$ cat src/rtl/fetch_pkg.sv
// Shared types and constants for the instruction fetch stage.
package fetch_pkg;

   localparam int XLEN = 32;

   typedef enum logic [1:0] {
      IDLE = 2'd0,
      REQ  = 2'd1,
      RSP  = 2'd2
   } fetch_state_t;

endpackage

$ cat src/rtl/instr_fetch_unit_if.sv
// Instruction-memory request/response channel (req/gnt, then rvalid/rdata).
interface instr_fetch_unit_if;
   import fetch_pkg::*;

   logic            imem_req;
   logic [XLEN-1:0] imem_addr;
   logic            imem_gnt;
   logic            imem_rvalid;
   logic [XLEN-1:0] imem_rdata;

   // Fetch side issues requests and consumes responses.
   modport master (
      output imem_req,
      output imem_addr,
      input  imem_gnt,
      input  imem_rvalid,
      input  imem_rdata
   );

   // Memory side accepts requests and returns instruction words.
   modport slave (
      input  imem_req,
      input  imem_addr,
      output imem_gnt,
      output imem_rvalid,
      output imem_rdata
   );

endinterface

$ cat src/rtl/fetch_buffer.sv
// Small FIFO of fetched {pc, instr} pairs; clear has priority over push/pop.
module fetch_buffer #(
   parameter int DEPTH = 2,
   parameter int WIDTH = 64
) (
   input  logic                       clk,
   input  logic                       areset,
   input  logic                       push,
   input  logic                       pop,
   input  logic                       clear,
   input  logic [WIDTH-1:0]           push_data,
   output logic [WIDTH-1:0]           head_data,
   output logic [$clog2(DEPTH):0]     count,
   output logic                       full,
   output logic                       empty
);

   localparam int PW = $clog2(DEPTH);
   localparam logic [PW:0] PTR_ONE  = (PW+1)'(1);
   localparam logic [PW:0] FULL_CNT = (PW+1)'(DEPTH);

   logic [WIDTH-1:0] mem_q [DEPTH];
   logic [WIDTH-1:0] mem_d [DEPTH];
   logic [PW:0]      wr_ptr_q, wr_ptr_d;
   logic [PW:0]      rd_ptr_q, rd_ptr_d;

   // Pointers carry one extra wrap bit so full and empty are distinguishable.
   assign count     = wr_ptr_q - rd_ptr_q;
   assign full      = (count == FULL_CNT);
   assign empty     = (count == '0);
   assign head_data = mem_q[rd_ptr_q[PW-1:0]];

   // Next-state for storage and pointers.
   always_comb begin
      mem_d    = mem_q;
      wr_ptr_d = wr_ptr_q;
      rd_ptr_d = rd_ptr_q;
      if (clear) begin
         wr_ptr_d = '0;
         rd_ptr_d = '0;
      end else begin
         if (push) begin
            mem_d[wr_ptr_q[PW-1:0]] = push_data;
            wr_ptr_d                = wr_ptr_q + PTR_ONE;
         end
         if (pop) begin
            rd_ptr_d = rd_ptr_q + PTR_ONE;
         end
      end
   end

   // Storage and pointer registers; contents reset so the head reads zero.
   always_ff @(posedge clk or negedge areset) begin
      if (!areset) begin
         mem_q    <= '{default: '0};
         wr_ptr_q <= '0;
         rd_ptr_q <= '0;
      end else begin
         mem_q    <= mem_d;
         wr_ptr_q <= wr_ptr_d;
         rd_ptr_q <= rd_ptr_d;
      end
   end

endmodule

$ cat src/rtl/instr_fetch_unit.sv
// Fetch stage: one outstanding imem request, PC advance pulses, flush/drop
// handling, and a small buffer feeding decode.
module instr_fetch_unit
   import fetch_pkg::*;
#(
   parameter int DEPTH = 2
) (
   input  logic                clk,
   input  logic                areset,
   input  logic [XLEN-1:0]     pc_in,
   output logic                pc_load,
   input  logic                flush,
   instr_fetch_unit_if.master  imem,
   output logic                instr_valid,
   output logic [XLEN-1:0]     instr_out,
   output logic [XLEN-1:0]     instr_pc,
   input  logic                instr_ready
);

   localparam int PW = $clog2(DEPTH);

   fetch_state_t    state_q, state_d;
   logic [XLEN-1:0] addr_q, addr_d;
   logic            drop_q, drop_d;

   logic            buf_push;
   logic            buf_pop;
   logic            buf_full;
   logic            buf_empty;
   logic [PW:0]     buf_count;
   logic [2*XLEN-1:0] buf_head;
   logic            space_after;

   // A response is kept only if no flush touched its request.
   assign buf_push = (state_q == RSP) && imem.imem_rvalid && !drop_q && !flush;
   assign buf_pop  = !buf_empty && instr_ready;

   // Occupancy after this cycle's push/pop decides whether to chain a request.
   always_comb begin
      space_after = (int'(buf_count) + int'(buf_push) - int'(buf_pop)) < DEPTH;
   end

   fetch_buffer #(
      .DEPTH (DEPTH),
      .WIDTH (2*XLEN)
   ) u_buf (
      .clk       (clk),
      .areset    (areset),
      .push      (buf_push),
      .pop       (buf_pop),
      .clear     (flush),
      .push_data ({addr_q, imem.imem_rdata}),
      .head_data (buf_head),
      .count     (buf_count),
      .full      (buf_full),
      .empty     (buf_empty)
   );

   // Request FSM, drop flag and address latch next-state.
   always_comb begin
      state_d = state_q;
      addr_d  = addr_q;
      drop_d  = drop_q;
      case (state_q)
         IDLE: begin
            if (!buf_full && !flush) begin
               state_d = REQ;
               addr_d  = pc_in;
            end
         end
         REQ: begin
            // The request stays up with its old address; its data is dropped.
            if (flush) drop_d = 1'b1;
            if (imem.imem_gnt) state_d = RSP;
         end
         RSP: begin
            if (imem.imem_rvalid) begin
               drop_d = 1'b0;
               if (space_after && !flush) begin
                  state_d = REQ;
                  addr_d  = pc_in;
               end else begin
                  state_d = IDLE;
               end
            end else if (flush) begin
               drop_d = 1'b1;
            end
         end
         default: state_d = IDLE;
      endcase
   end

   // FSM, address and drop registers.
   always_ff @(posedge clk or negedge areset) begin
      if (!areset) begin
         state_q <= IDLE;
         addr_q  <= '0;
         drop_q  <= 1'b0;
      end else begin
         state_q <= state_d;
         addr_q  <= addr_d;
         drop_q  <= drop_d;
      end
   end

   assign imem.imem_req  = (state_q == REQ);
   assign imem.imem_addr = addr_q;
   assign pc_load        = flush || ((state_q == REQ) && imem.imem_gnt);

   assign instr_valid = !buf_empty;
   assign instr_out   = buf_head[XLEN-1:0];
   assign instr_pc    = buf_head[2*XLEN-1:XLEN];

endmodule

$ cat src/flat_wrapper.sv
// flat-port wrapper written by rule: the top's interface ports become plain ports
module instr_fetch_unit_flat import fetch_pkg::*;
#(
   parameter int DEPTH = 2
)
  (clk, areset, pc_in, pc_load, flush, instr_valid, instr_out, instr_pc, instr_ready, imem_imem_req, imem_imem_addr, imem_imem_gnt, imem_imem_rvalid, imem_imem_rdata);
  instr_fetch_unit_if imem_i ();
  input  logic clk;
  input  logic areset;
  input  logic [XLEN-1:0] pc_in;
  output logic pc_load;
  input  logic flush;
  output logic instr_valid;
  output logic [XLEN-1:0] instr_out;
  output logic [XLEN-1:0] instr_pc;
  input  logic instr_ready;
  output wire logic [$bits(imem_i.imem_req)-1:0] imem_imem_req;
  output wire logic [$bits(imem_i.imem_addr)-1:0] imem_imem_addr;
  input wire logic [$bits(imem_i.imem_gnt)-1:0] imem_imem_gnt;
  input wire logic [$bits(imem_i.imem_rvalid)-1:0] imem_imem_rvalid;
  input wire logic [$bits(imem_i.imem_rdata)-1:0] imem_imem_rdata;
  assign imem_imem_req = imem_i.imem_req;
  assign imem_imem_addr = imem_i.imem_addr;
  assign imem_i.imem_gnt = imem_imem_gnt;
  assign imem_i.imem_rvalid = imem_imem_rvalid;
  assign imem_i.imem_rdata = imem_imem_rdata;
  instr_fetch_unit #(.DEPTH(DEPTH)) u_core (.clk(clk), .areset(areset), .pc_in(pc_in), .pc_load(pc_load), .flush(flush), .imem(imem_i), .instr_valid(instr_valid), .instr_out(instr_out), .instr_pc(instr_pc), .instr_ready(instr_ready));
endmodule
$ cat config.mk
export PLATFORM = sky130hd
export DESIGN_NAME = instr_fetch_unit_flat
export DESIGN_NICKNAME = d
export VERILOG_FILES = /design/src/rtl/fetch_pkg.sv /design/src/rtl/instr_fetch_unit_if.sv /design/src/rtl/fetch_buffer.sv /design/src/rtl/instr_fetch_unit.sv /design/src/flat_wrapper.sv
export SDC_FILE = /design/constraint.sdc
export NUM_CORES = 1
export LEC_CHECK = 0
export ABC_AREA = 1
export BUFFER_PORTS_ARGS = -buffer_cell sky130_fd_sc_hd__clkbuf_2
export CAP_MARGIN = 20
export CORE_MARGIN = 2
export CORE_UTILIZATION = 59
export CTS_BUF_LIST = sky130_fd_sc_hd__clkbuf_4 sky130_fd_sc_hd__clkbuf_8
export CTS_CLUSTER_SIZE = 12
export DETAILED_ROUTE_END_ITERATION = 7
export PLACE_DENSITY = 0.95
export SLEW_MARGIN = 20
export SYNTH_ARGS = -nofsm -noshare
export SYNTH_HDL_FRONTEND = slang
export SYNTH_SLANG_ARGS = --single-unit
$ cat constraint.sdc
create_clock -name clk -period 4.55 [get_ports clk]
set_input_delay 0.2275 -clock clk [delete_from_list [all_inputs] [get_ports clk]]
set_output_delay 0.2275 -clock clk [all_outputs]
set_load 0.01 [all_outputs]
==> metrics <==
outcome finished, final reports clean; synth unique cells 21; Setup Total Neg Slack 0 ns; I/O pin count 169; Critical Path RT 4.89 ns; most frequent cells after synthesis 402 x nand2_1, 167 x dfrtp_1, 133 x o21ai_0; Final Hold Viols 0; TritonCTS buffer count 17; drt first pass iters 5; synth top area cells dfrtp_1 57%, nand2_1 21%, o21ai_0 9.0%; pre-CTS setup slack 1.04 ns; CP endpoint kind flop; peak supply drop 0.439 mV; largest net degree at the start of global routing 129; ANT nets after route 0; Top FF cell, synth dfrtp_1; vias in the first global route 6112; initial core utilization 0.608; DIE AREA 13400 µm²; GRT Overall Usage 0.272; die width 116 µm; asr flop ratio synth 1.00; Clk pin slew, worst setup/hold paths 0.09 ns; worst-case reg-to-reg path depth 20; Pwr Density 553 nW/µm²; fin crit period 3.70 ns; GPL Wtd Cong 0.843; DP HPWL 10.7 mm; Syn-to-layout area delta 20.2%; Port Buffers 168; mean post-synth cell area 8.13 µm²; Flop pwr share 0.436; Vias per Instance 5.17; Yosys top cell by area dfrtp_1; worst path arrival time 4.04 ns; clock skew 0.00585 ns; min-delay src pc_in[25]; clock tree buffer depth 2; vias 6459; Post-CTS Setup Repair Bufs 0; worst hold slack 0.0239 ns; LEAKAGE 4.97 nW; grt total ovfl 0; FILL cells 914; # setup viols final 0; overall die height 116 µm; routed wire length 17.2 mm; hold_buf cts 21; internal cell power 2.91 mW; most frequent cell after synthesis nand2_1; H-tree Lvls 4; Critical R2R Launch u_core.state_q[0]; fin util 0.730; share of post-route cells with drive strength above 1 0.202; worst min-delay path category primary input to flop; Hold EP u_core.imem.imem_addr[25]; worst slew pin tran 1.04 ns; first-pass GRT wire length 28.5 mm; Syn. warnings 0; max-cap violations 0; fin. max-slew vios 0; Synth top area share 0.568; Logic pwr share 0.369; CP max FO 33; latest clock arrival within the worst-skew pair 0.45 ns; FF-to-FF setup slack 0.85 ns; # DRC 0; number of synthesized flops with an enable pin 0; worst hold path stage count 3; Fmax achieved 270 MHz; RSZ-0062 raised after global routing no; synthesis-stage register bit count 167; TritonCTS clock tree done; Sw Ratio 0.405; Synth Net Count 987; Clock power frac 0.195; CTS root buf clkbuf_8; Setup crit start kind flop; NumNets Final 1150; synthesized netlist cell count 905; sequential share of the synthesized area 0.568; worst setup slack after layout 0.852 ns; WL/cell 13.8 µm; clk sink count 167; Max transition margin 0.305; synthesized cell area 7360 µm²; initial antenna violation count 0; row count 40; Tcrit/Tclk final 0.813; Crit Path Class flop to flop; switching power 1.98 mW; ANT cells 0; CTS resizes 0; core area 12100 µm²; Iter 0 DRT Violations 693; Critical R2R Capture u_core.imem.imem_addr[10]
## through the flow
step	power [mW]	std cells	area (µm²)
CTS	4.90	1249	8840
global route	5.26	1249	8850
floorplan	3.26	905	7360
detailed placement	3.92	1196	8270
finish	4.90	1249	8850
global placement	3.84	1195	8240
## layout by cell type, fill, tap and decap left out, drive strengths merged
cell type    instances
inv                 88
buf                  5
ha                  11
a31o                 1
dlygate4sd3         21
dfrtp              167
nor2                 6
nand2              406
fa                   1
nand3               37
clkbuf             187
clkinv               6
o21ai              135
a21oi                5
clkinvlp             5
## cell type report
cell class	count	area (µm²)	area share
flip-flops and latches	167	4180	0.473
multi-input cells	602	2650	0.300
clock inverters	13	100	0.0113
inverters	86	323	0.0365
well taps	168	210	0.0238
repair buffers	194	1120	0.127
clock buffers	19	262	0.0296
## sequential cells by signal, summed over array words and instances (netlist names)
name                   cells
u_core.u_buf.mem_q       128
u_core.state_q             2
u_core.u_buf.wr_ptr_q      2
u_core.imem.imem_addr     32
u_core.u_buf.rd_ptr_q      2
u_core.drop_q              1
## cell families after synthesis
kind of cell             synth area share
AO/OA/AOI/OAI                      0.0979
adder cells (fa/ha/maj)            0.0214
AND/OR/NAND/NOR                     0.239
buffers and inverters              0.0740
flip-flops                          0.568
## worst max path at each step
stage,from,endpoint,slack (ns)
floorplan,u_core.state_q[0],u_core.imem.imem_addr[21],1.94
global placement,u_core.state_q[0],u_core.imem.imem_addr[7],1.27
detailed placement,u_core.state_q[0],u_core.imem.imem_addr[10],1.04
CTS,u_core.state_q[0],u_core.imem.imem_addr[10],0.97
global route,u_core.state_q[0],u_core.imem.imem_addr[27],0.60
finish,u_core.state_q[0],u_core.imem.imem_addr[10],0.85
## layer usage
metal / wire [µm] / GRT usage
met1: 7200 / 0.357
met2: 8640 / 0.446
met4: 425 / 0.112
met3: 971 / 0.0549
met5: 0 / 0
## critical path, stage by stage (launching register included)
cell,delay (ns)
dfrtp_1,0.42
inv_1,0.11
ha_1,0.19
nand2_1,0.08
nor2_1,0.10
inv_1,0.08
nor2_1,0.36
ha_1,0.27
inv_1,0.11
ha_1,0.31
inv_1,0.06
ha_1,0.19
ha_1,0.18
inv_1,0.06
nand2_1,0.05
nand2_1,0.07
nand2_2,0.08
nand2_4,0.32
nand2_4,0.32
nand2_1,0.17
nand2_1,0.07
## power groups by stage
stage / combinational [mW] / clock (mW) / sequential, mW
floorplan: 1.11 / 0 / 2.15
global placement: 1.70 / 0 / 2.13
detailed placement: 1.77 / 0 / 2.15
CTS: 1.80 / 0.971 / 2.13
global route: 2.04 / 1.03 / 2.18
finish: 1.81 / 0.953 / 2.14
Power figures use the tool's default switching activity.
